File: src/rtl/aes_loader_pkg.sv
// Shared types and constants for the AES-128 block loader.
package aes_loader_pkg;

  localparam int AES_BLK_W     = 128;
  localparam int WORD_W        = 32;
  localparam int WORDS_PER_BLK = 4;
  // Word counters run 0..WORDS_PER_BLK, so they need one bit more than an index.
  localparam int CNT_W         = 3;

  typedef enum logic [1:0] {
    WT_DATA = 2'b00,
    WT_KEY  = 2'b01,
    WT_IV   = 2'b10,
    WT_RSVD = 2'b11
  } word_type_e;

  typedef enum logic [1:0] {
    FILL   = 2'b00,
    LAUNCH = 2'b01,
    BUSY   = 2'b10
  } state_e;

  // Shift one stream word into the low end of a block buffer; the first word
  // received ends up in the most-significant position.
  function automatic logic [AES_BLK_W-1:0] shift_in(
    input logic [AES_BLK_W-1:0] blk,
    input logic [WORD_W-1:0]    word
  );
    return {blk[AES_BLK_W-WORD_W-1:0], word};
  endfunction

endpackage

File: src/rtl/aes_block_loader_if.sv
// Bus bundle of the AES block loader: input word stream, AES core operand and
// result signals, ciphertext output slice and the timeout pulse.
// slave  = loader view, master = environment view.
interface aes_block_loader_if;
  import aes_loader_pkg::*;

  logic                 s_valid;
  logic                 s_ready;
  logic [1:0]           s_type;
  logic [WORD_W-1:0]    s_data;
  logic                 aes_start;
  logic [AES_BLK_W-1:0] aes_in;
  logic [AES_BLK_W-1:0] aes_key;
  logic                 core_done;
  logic [AES_BLK_W-1:0] core_result;
  logic                 m_valid;
  logic                 m_ready;
  logic [AES_BLK_W-1:0] m_data;
  logic                 err_timeout;

  modport slave (
    input  s_valid, s_type, s_data, core_done, core_result, m_ready,
    output s_ready, aes_start, aes_in, aes_key, m_valid, m_data, err_timeout
  );

  modport master (
    output s_valid, s_type, s_data, core_done, core_result, m_ready,
    input  s_ready, aes_start, aes_in, aes_key, m_valid, m_data, err_timeout
  );

endinterface

File: src/rtl/aes_word_packer.sv
// 4x32-bit shift-in block buffer with a 0..4 word count.
// When full, a further push either restarts the count at 1 (RESTART_ON_FULL)
// or is ignored. clr_i empties the count but leaves the buffer contents.
module aes_word_packer
  import aes_loader_pkg::*;
#(
  parameter bit RESTART_ON_FULL = 1'b1
) (
  input  logic                 clk,
  input  logic                 rst,
  input  logic                 clr_i,
  input  logic                 push_i,
  input  logic [WORD_W-1:0]    word_i,
  output logic [AES_BLK_W-1:0] buf_o,
  output logic [CNT_W-1:0]     cnt_o,
  output logic                 full_o
);

  logic [AES_BLK_W-1:0] buf_q, buf_d;
  logic [CNT_W-1:0]     cnt_q, cnt_d;

  assign full_o = (cnt_q == CNT_W'(WORDS_PER_BLK));

  // Next buffer/count: clear beats push, a push into a full buffer restarts.
  always_comb begin
    // NOTE: every next-state value gets a default first, so no path through
    // this block leaves a variable unassigned and no latch is inferred.
    buf_d = buf_q;
    cnt_d = cnt_q;
    if (clr_i) begin
      cnt_d = '0;
    end else if (push_i) begin
      if (!full_o) begin
        buf_d = shift_in(buf_q, word_i);
        cnt_d = cnt_q + CNT_W'(1);
      end else if (RESTART_ON_FULL) begin
        buf_d = shift_in(buf_q, word_i);
        cnt_d = CNT_W'(1);
      end
    end
  end

  // State registers with synchronous reset.
  always_ff @(posedge clk) begin
    // NOTE: sequential state uses non-blocking assignments so every register
    // samples the pre-edge values regardless of statement order.
    if (rst) begin
      // NOTE: the buffer is a plain flop bank, not a RAM, so it is reset along
      // with the count; that keeps the core operands at 0 out of reset.
      buf_q <= '0;
      cnt_q <= '0;
    end else begin
      buf_q <= buf_d;
      cnt_q <= cnt_d;
    end
  end

  assign buf_o = buf_q;
  assign cnt_o = cnt_q;

endmodule

File: src/rtl/aes_block_loader.sv
// AES-128 block loader: packs 32-bit stream words into key and data blocks,
// launches the core with a one-cycle start pulse, holds the operands while the
// core is busy, abandons the block after TIMEOUT_CYC busy cycles and returns
// the ciphertext on a valid/ready register slice.
// Optional CBC chaining is enabled by defining AES_LOADER_CBC_EN.
module aes_block_loader
  import aes_loader_pkg::*;
#(
  parameter int TIMEOUT_CYC = 64
) (
  input  logic                clk,
  input  logic                rst,
  aes_block_loader_if.slave   bus_if
);

  localparam int BUSY_W = $clog2(TIMEOUT_CYC);

  word_type_e           s_type_w;
  logic                 s_ready_w;
  logic                 accept;
  logic                 key_push, data_push;
  logic [AES_BLK_W-1:0] key_buf, data_buf, block_in;
  logic [CNT_W-1:0]     key_cnt, data_cnt;
  logic                 key_full, data_full;
  logic                 slot_free, launch_ok, timeout_hit, data_clr;

  state_e               state_q;
  logic                 aes_start_q;
  logic [AES_BLK_W-1:0] aes_in_q, aes_key_q;
  logic [BUSY_W-1:0]    busy_cnt_q;
  logic                 m_valid_q;
  logic [AES_BLK_W-1:0] m_data_q;

  assign s_type_w  = word_type_e'(bus_if.s_type);
  assign accept    = bus_if.s_valid && s_ready_w;
  assign key_push  = accept && (s_type_w == WT_KEY);
  assign data_push = accept && (s_type_w == WT_DATA);

  // Words are only taken in FILL; a fifth data word stalls until the block
  // has been consumed, other word types are always taken.
  always_comb begin
    s_ready_w = 1'b0;
    if (state_q == FILL) begin
      s_ready_w = !((s_type_w == WT_DATA) && data_full);
    end
  end

  // The busy window ends on the TIMEOUT_CYC-th BUSY cycle unless the core
  // answers in that same cycle; the pulse is visible during that cycle.
  assign timeout_hit = (state_q == BUSY) && !bus_if.core_done &&
                       (busy_cnt_q == BUSY_W'(TIMEOUT_CYC - 1));
  assign data_clr    = (state_q == BUSY) && (bus_if.core_done || timeout_hit);

  aes_word_packer #(.RESTART_ON_FULL(1'b1)) u_key_packer (
    .clk    (clk),
    .rst    (rst),
    .clr_i  (1'b0),
    .push_i (key_push),
    .word_i (bus_if.s_data),
    .buf_o  (key_buf),
    .cnt_o  (key_cnt),
    .full_o (key_full)
  );

  aes_word_packer #(.RESTART_ON_FULL(1'b0)) u_data_packer (
    .clk    (clk),
    .rst    (rst),
    .clr_i  (data_clr),
    .push_i (data_push),
    .word_i (bus_if.s_data),
    .buf_o  (data_buf),
    .cnt_o  (data_cnt),
    .full_o (data_full)
  );

  // The output slot counts as free if it is empty or being drained this cycle.
  assign slot_free = !m_valid_q || bus_if.m_ready;

`ifdef AES_LOADER_CBC_EN
  logic                 iv_push;
  logic [AES_BLK_W-1:0] iv_buf;
  logic [CNT_W-1:0]     iv_cnt;
  logic                 iv_full;
  logic [AES_BLK_W-1:0] chain_q;

  assign iv_push = accept && (s_type_w == WT_IV);

  aes_word_packer #(.RESTART_ON_FULL(1'b1)) u_iv_packer (
    .clk    (clk),
    .rst    (rst),
    .clr_i  (1'b0),
    .push_i (iv_push),
    .word_i (bus_if.s_data),
    .buf_o  (iv_buf),
    .cnt_o  (iv_cnt),
    .full_o (iv_full)
  );

  // Chain value: the last ciphertext, or a freshly completed IV.
  always_ff @(posedge clk) begin
    if (rst) begin
      chain_q <= '0;
    end else if ((state_q == BUSY) && bus_if.core_done) begin
      chain_q <= bus_if.core_result;
    end else if (iv_push && (iv_cnt == CNT_W'(WORDS_PER_BLK - 1))) begin
      chain_q <= shift_in(iv_buf, bus_if.s_data);
    end
  end

  assign block_in  = data_buf ^ chain_q;
  assign launch_ok = data_full && key_full && iv_full && slot_free;
`else
  assign block_in  = data_buf;
  assign launch_ok = data_full && key_full && slot_free;
`endif

  // Control FSM with registered outputs. Operands are captured on the edge
  // that enters LAUNCH so they are already stable while aes_start is high.
  always_ff @(posedge clk) begin
    if (rst) begin
      state_q     <= FILL;
      aes_start_q <= 1'b0;
      aes_in_q    <= '0;
      aes_key_q   <= '0;
      busy_cnt_q  <= '0;
      m_valid_q   <= 1'b0;
      m_data_q    <= '0;
    end else begin
      aes_start_q <= 1'b0;
      if (m_valid_q && bus_if.m_ready) begin
        m_valid_q <= 1'b0;
      end
      case (state_q)
        FILL: begin
          if (launch_ok) begin
            state_q     <= LAUNCH;
            aes_start_q <= 1'b1;
            aes_in_q    <= block_in;
            aes_key_q   <= key_buf;
            busy_cnt_q  <= '0;
          end
        end
        LAUNCH: begin
          state_q <= BUSY;
        end
        BUSY: begin
          if (bus_if.core_done) begin
            m_data_q  <= bus_if.core_result;
            m_valid_q <= 1'b1;
            state_q   <= FILL;
          end else if (timeout_hit) begin
            state_q <= FILL;
          end else begin
            busy_cnt_q <= busy_cnt_q + BUSY_W'(1);
          end
        end
        default: begin
          state_q <= FILL;
        end
      endcase
    end
  end

  assign bus_if.s_ready     = s_ready_w;
  assign bus_if.aes_start   = aes_start_q;
  assign bus_if.aes_in      = aes_in_q;
  assign bus_if.aes_key     = aes_key_q;
  assign bus_if.m_valid     = m_valid_q;
  assign bus_if.m_data      = m_data_q;
  assign bus_if.err_timeout = timeout_hit;

endmodule
File: src/flat_wrapper.sv
// flat-port wrapper written by rule: the top's interface ports become plain ports
module aes_block_loader_flat import aes_loader_pkg::*;
#(
  parameter int TIMEOUT_CYC = 64
)
  (clk, rst, bus_if_s_valid, bus_if_s_type, bus_if_s_data, bus_if_core_done, bus_if_core_result, bus_if_m_ready, bus_if_s_ready, bus_if_aes_start, bus_if_aes_in, bus_if_aes_key, bus_if_m_valid, bus_if_m_data, bus_if_err_timeout);
  aes_block_loader_if bus_if_i ();
  input  logic clk;
  input  logic rst;
  input wire logic [$bits(bus_if_i.s_valid)-1:0] bus_if_s_valid;
  input wire logic [$bits(bus_if_i.s_type)-1:0] bus_if_s_type;
  input wire logic [$bits(bus_if_i.s_data)-1:0] bus_if_s_data;
  input wire logic [$bits(bus_if_i.core_done)-1:0] bus_if_core_done;
  input wire logic [$bits(bus_if_i.core_result)-1:0] bus_if_core_result;
  input wire logic [$bits(bus_if_i.m_ready)-1:0] bus_if_m_ready;
  output wire logic [$bits(bus_if_i.s_ready)-1:0] bus_if_s_ready;
  output wire logic [$bits(bus_if_i.aes_start)-1:0] bus_if_aes_start;
  output wire logic [$bits(bus_if_i.aes_in)-1:0] bus_if_aes_in;
  output wire logic [$bits(bus_if_i.aes_key)-1:0] bus_if_aes_key;
  output wire logic [$bits(bus_if_i.m_valid)-1:0] bus_if_m_valid;
  output wire logic [$bits(bus_if_i.m_data)-1:0] bus_if_m_data;
  output wire logic [$bits(bus_if_i.err_timeout)-1:0] bus_if_err_timeout;
  assign bus_if_i.s_valid = bus_if_s_valid;
  assign bus_if_i.s_type = bus_if_s_type;
  assign bus_if_i.s_data = bus_if_s_data;
  assign bus_if_i.core_done = bus_if_core_done;
  assign bus_if_i.core_result = bus_if_core_result;
  assign bus_if_i.m_ready = bus_if_m_ready;
  assign bus_if_s_ready = bus_if_i.s_ready;
  assign bus_if_aes_start = bus_if_i.aes_start;
  assign bus_if_aes_in = bus_if_i.aes_in;
  assign bus_if_aes_key = bus_if_i.aes_key;
  assign bus_if_m_valid = bus_if_i.m_valid;
  assign bus_if_m_data = bus_if_i.m_data;
  assign bus_if_err_timeout = bus_if_i.err_timeout;
  aes_block_loader #(.TIMEOUT_CYC(TIMEOUT_CYC)) u_core (.clk(clk), .rst(rst), .bus_if(bus_if_i));
endmodule
File: config.mk
export PLATFORM = sky130hd
export DESIGN_NAME = aes_block_loader_flat
export DESIGN_NICKNAME = d
export VERILOG_FILES = /design/src/rtl/aes_loader_pkg.sv /design/src/rtl/aes_block_loader_if.sv /design/src/rtl/aes_word_packer.sv /design/src/rtl/aes_block_loader.sv /design/src/flat_wrapper.sv
export SDC_FILE = /design/constraint.sdc
export NUM_CORES = 1
export LEC_CHECK = 0
export ABC_AREA = 1
export CORE_ASPECT_RATIO = 1.1
export CORE_MARGIN = 10
export CORE_UTILIZATION = 40
export CTS_CLUSTER_DIAMETER = 40
export DETAILED_ROUTE_END_ITERATION = 8
export PLACE_DENSITY = 0.72
export SYNTH_ARGS = -nofsm -noshare
export SYNTH_HDL_FRONTEND = slang
export SYNTH_SLANG_ARGS = --single-unit
File: constraint.sdc
create_clock -name clk -period 1.8 [get_ports clk]
set_input_delay 0.54 -clock clk [delete_from_list [all_inputs] [get_ports clk]]
set_output_delay 0.54 -clock clk [all_outputs]
set_load 0.005 [all_outputs]
==> key figures <==
Drt
  – TritonRoute pass-1 iters: 6
  – Wirelength, routed: 102 mm
  – Drt wl/cell: 23.2 um
  – # DRC: 0
  – Vias/cell: 5.38
  – Vias: 23700
  – Routed Antenna Nets: 0
  – Initial drt markers: 2259

Pwr
  – Power Dens Cells: 933 nW/um2
  – Leakage: 14.3 nW
  – Final Power: 34.8 mW
  – NetSw: 8.28 mW
  – Sw Ratio: 0.238
  – Power share of the combinational group: 0.048
  – Internal power: 26.6 mW
  – Peak VDD IR: 789 uV
  – Sequential power share: 0.421
  – Clock share of power: 0.531

Timing
  – Hold Vio Cnt, Final: 0
  – Tightest hold margin: 252 ps
  – Setup tns final: -70370 ps
  – FMAX: 452 MHz
  – Final setup margin: -413 ps
  – Clk_skew: 29.6 ps
  – Final Critical Period: 2210 ps
  – Max Slew Vio Count: 0
  – Worst-Margin Slew: 892 ps
  – Final setup vio count: 411
  – Slew margin rel.: 0.405
  – RSZ-0062 raised after global routing: true
  – Tcrit/Tclk final: 1.23

Clock network
  – CTS tree: yes
  – H-tree depth: 3
  – CTS Sinks: 656
  – Latest clock arrival within the worst-skew pair: 650 ps
  – CTS root buf: clkbuf_16
  – Hold-fix buffers, CTS: 0
  – Maximum clock path buffer count: 3
  – CTS buffer count: 90
  – Clock slew at reported path FFs: 60 ps

Floorplanning
  – Initial Utilization: 0.403
  – CORE AREA: 57200 um2
  – Height of the die: 272 um
  – Die Wd: 249 um
  – Boundary Pins: 555
  – # rows: 92
  – Die area: 67700 um2

Yosys
  – Synthesis Warnings: 0
  – Syn Nets: 3085
  – Number of flops mapped to enable cells by yosys: 0
  – Synth area leader: dfxtp_1
  – Unique cell type count in the Yosys netlist: 24
  – Sequential cell area fraction in the yosys report: 0.570
  – Mapped Avg Cell Area: 7.92 um2
  – Top cell type's share of synthesized area: 0.570
  – Synth top cells by count: 679 x nand2_1, 656 x dfxtp_1, 653 x a21oi_1, 273 x inv_1, 257 x o21ai_0
  – Synth Register Bits: 656
  – Post-synth ARST share: 0
  – Top post-synthesis cells by area: dfxtp_1 57%, a21oi_1 14%, nand2_1 11%, o21ai_0 5.6%, inv_1 4.4%
  – Cell count after synthesis: 2913
  – Ys flop type: dfxtp_1
  – Dominant cell by count in the synthesized netlist: nand2_1
  – Synthesized area: 23100 um2

Finish
  – Ratio of cells with drive above 1 in the final layout: 0.249
  – Area Overhead vs Synth: 62.0%
  – Design Area, Final: 37400 um2
  – Layout Nets: 3744
  – Non-filler cells, final: 4404
  – Fin util: 0.653

Critical path
  – Crit path max fanout: 7
  – WP data required: 2320 ps
  – Crit path launch type: flip-flop
  – Worst r2r src: u_core.u_data_packer.cnt_o[1]
  – R2r endpoint: u_core.bus_if.aes_key[25]
  – Reg2Reg Setup Slack: -410 ps
  – CP Data Arrival Time: 2730 ps
  – Crit. End Element: flip-flop
  – Setup CP Type: reg -> reg
  – R2R depth: 14

Placed design
  – I/O Buffers: 554
  – Post-detail-place hpwl: 56.5 mm
  – Setup Slack @ Placement: -837 ps
  – Gpl congestion: 0.866
  – Placed cells: 4110
  – Area after DPL: 30100 um2

Status
  – Status: finished with violations
  – Failing checks: setup timing

Run
  – Max-cap violations: 0

Global routing
  – GRT Overall Usage: 0.226
  – First-pass GRT wire length: 122 mm
  – Vias in the first global route: 20700
  – Initial antenna violation count: 5
  – GRT overflow: 0
  – Pin count of the biggest net entering global routing: 146

Worst hold path
  – Hold Path Stages: 4
  – Hold Crit Class: in -> reg
  – Hold-critical path endpoint: u_core.state_q[1]
  – HP Start: bus_if_core_done
==> sequential cells by signal, indices dropped and copies added (netlist names) <==
signal                      count
u_core.bus_if.aes_key         128
u_core.busy_cnt_q               6
u_core.bus_if.m_valid           1
u_core.bus_if.m_data          128
u_core.state_q                  2
u_core.u_data_packer.cnt_o      3
u_core.u_key_packer.buf_o     128
u_core.bus_if.aes_start         1
u_core.u_key_packer.cnt_o       3
u_core.bus_if.aes_in          128
u_core.u_data_packer.buf_o    128
==> what timing repair did <==
action / 4_1_cts / 5_1_grt
setup buffers: 11 / 30
endpoints found under the setup margin: 771 / 567
hold endpoints to repair: 0 / 0
gates resized for setup: 774 / 738
pin swaps: 6 / 97
cloned: 4 / 80
==> placed cells by master, fill, tap and decap left out, types with 27 or more instances in the layout <==
cell             instances
nand2_1                669
dfxtp_1                617
a21oi_1                501
inv_1                  265
dlygate4sd2_1          222
clkdlybuf4s50_1        163
o21ai_2                158
a21oi_2                151
clkbuf_16              143
nand3_1                131
clkdlybuf4s15_1         88
buf_4                   66
clkdlybuf4s15_2         54
o21ai_4                 48
buf_12                  48
dfxtp_2                 38
o21ai_1                 31
buf_6                   31
buf_8                   27
==> cell type report <==
class | count | area [um2]
sequential | 656 | 13200
antenna | 4 | 10.0
inverter | 275 | 1060
timing repair buffer | 791 | 9150
clock buffer | 107 | 2400
tap | 752 | 941
timing repair inverter | 2 | 32.5
clock inverter | 61 | 746
multi-input combinational | 1756 | 9830
fill | 4257 | 19900
==> power groups by stage <==
stage          Combinational [mW]  Sequential [mW]  Clock, mW
2_1_floorplan               0.534             14.9          0
3_3_place_gp                 1.22             15.0          0
3_5_place_dp                 1.22             15.0          0
4_1_cts                      1.28             14.7       18.5
5_1_grt                      1.76             14.7       19.3
6_report                     1.67             14.7       18.5
==> how the worst max path moves through the flow <==
stage	depth (start not counted)	endpoint	from	slack, ps
6_report	14	u_core.bus_if.aes_key[25]	u_core.u_data_packer.cnt_o[1]	-410
5_1_grt	14	u_core.bus_if.aes_key[25]	u_core.u_data_packer.cnt_o[0]	-490
4_1_cts	6	bus_if_s_ready	u_core.u_data_packer.cnt_o[1]	-380
3_5_place_dp	4	bus_if_s_ready	bus_if_s_type[0]	-840
3_3_place_gp	4	bus_if_s_ready	bus_if_s_type[0]	-840
2_1_floorplan	8	u_core.bus_if.aes_in[100]	u_core.u_data_packer.cnt_o[0]	130
==> kinds of logic after synthesis <==
kind of cell    count (synthesis)  synth area share
fa+ha+maj                       5           0.00271
compound gates                913             0.199
simple gates                  836             0.144
flops                         656             0.570
xor+xnor                        2          0.000760
buf+inv                       501            0.0842
==> metal layers <==
metal / part of all wire / wire, um / global-route usage / vias to the layer above
met4: 0.066 / 6770 / 0.122 / 2
met2: 0.48 / 49100 / 0.389 / 1345
met1: 0.35 / 35500 / 0.245 / 11100
met3: 0.10 / 10600 / 0.0721 / 365
li1: - / - / - / 10800
met5: 0.00013 / 13 / 0 / -
==> critical path: stages (launching register included) <==
cell and delay (ps):
dfxtp_2 320, inv_2 70, ha_4 130, nand2_4 50
buf_4 130, buf_6 110, nor2_4 80, buf_6 110
nand3_4 130, buf_6 190, buf_12 130, clkbuf_16 170
buf_8 150, o21ai_2 240, a21oi_2 70
Note: power is estimated with default switching activity, not from simulation.
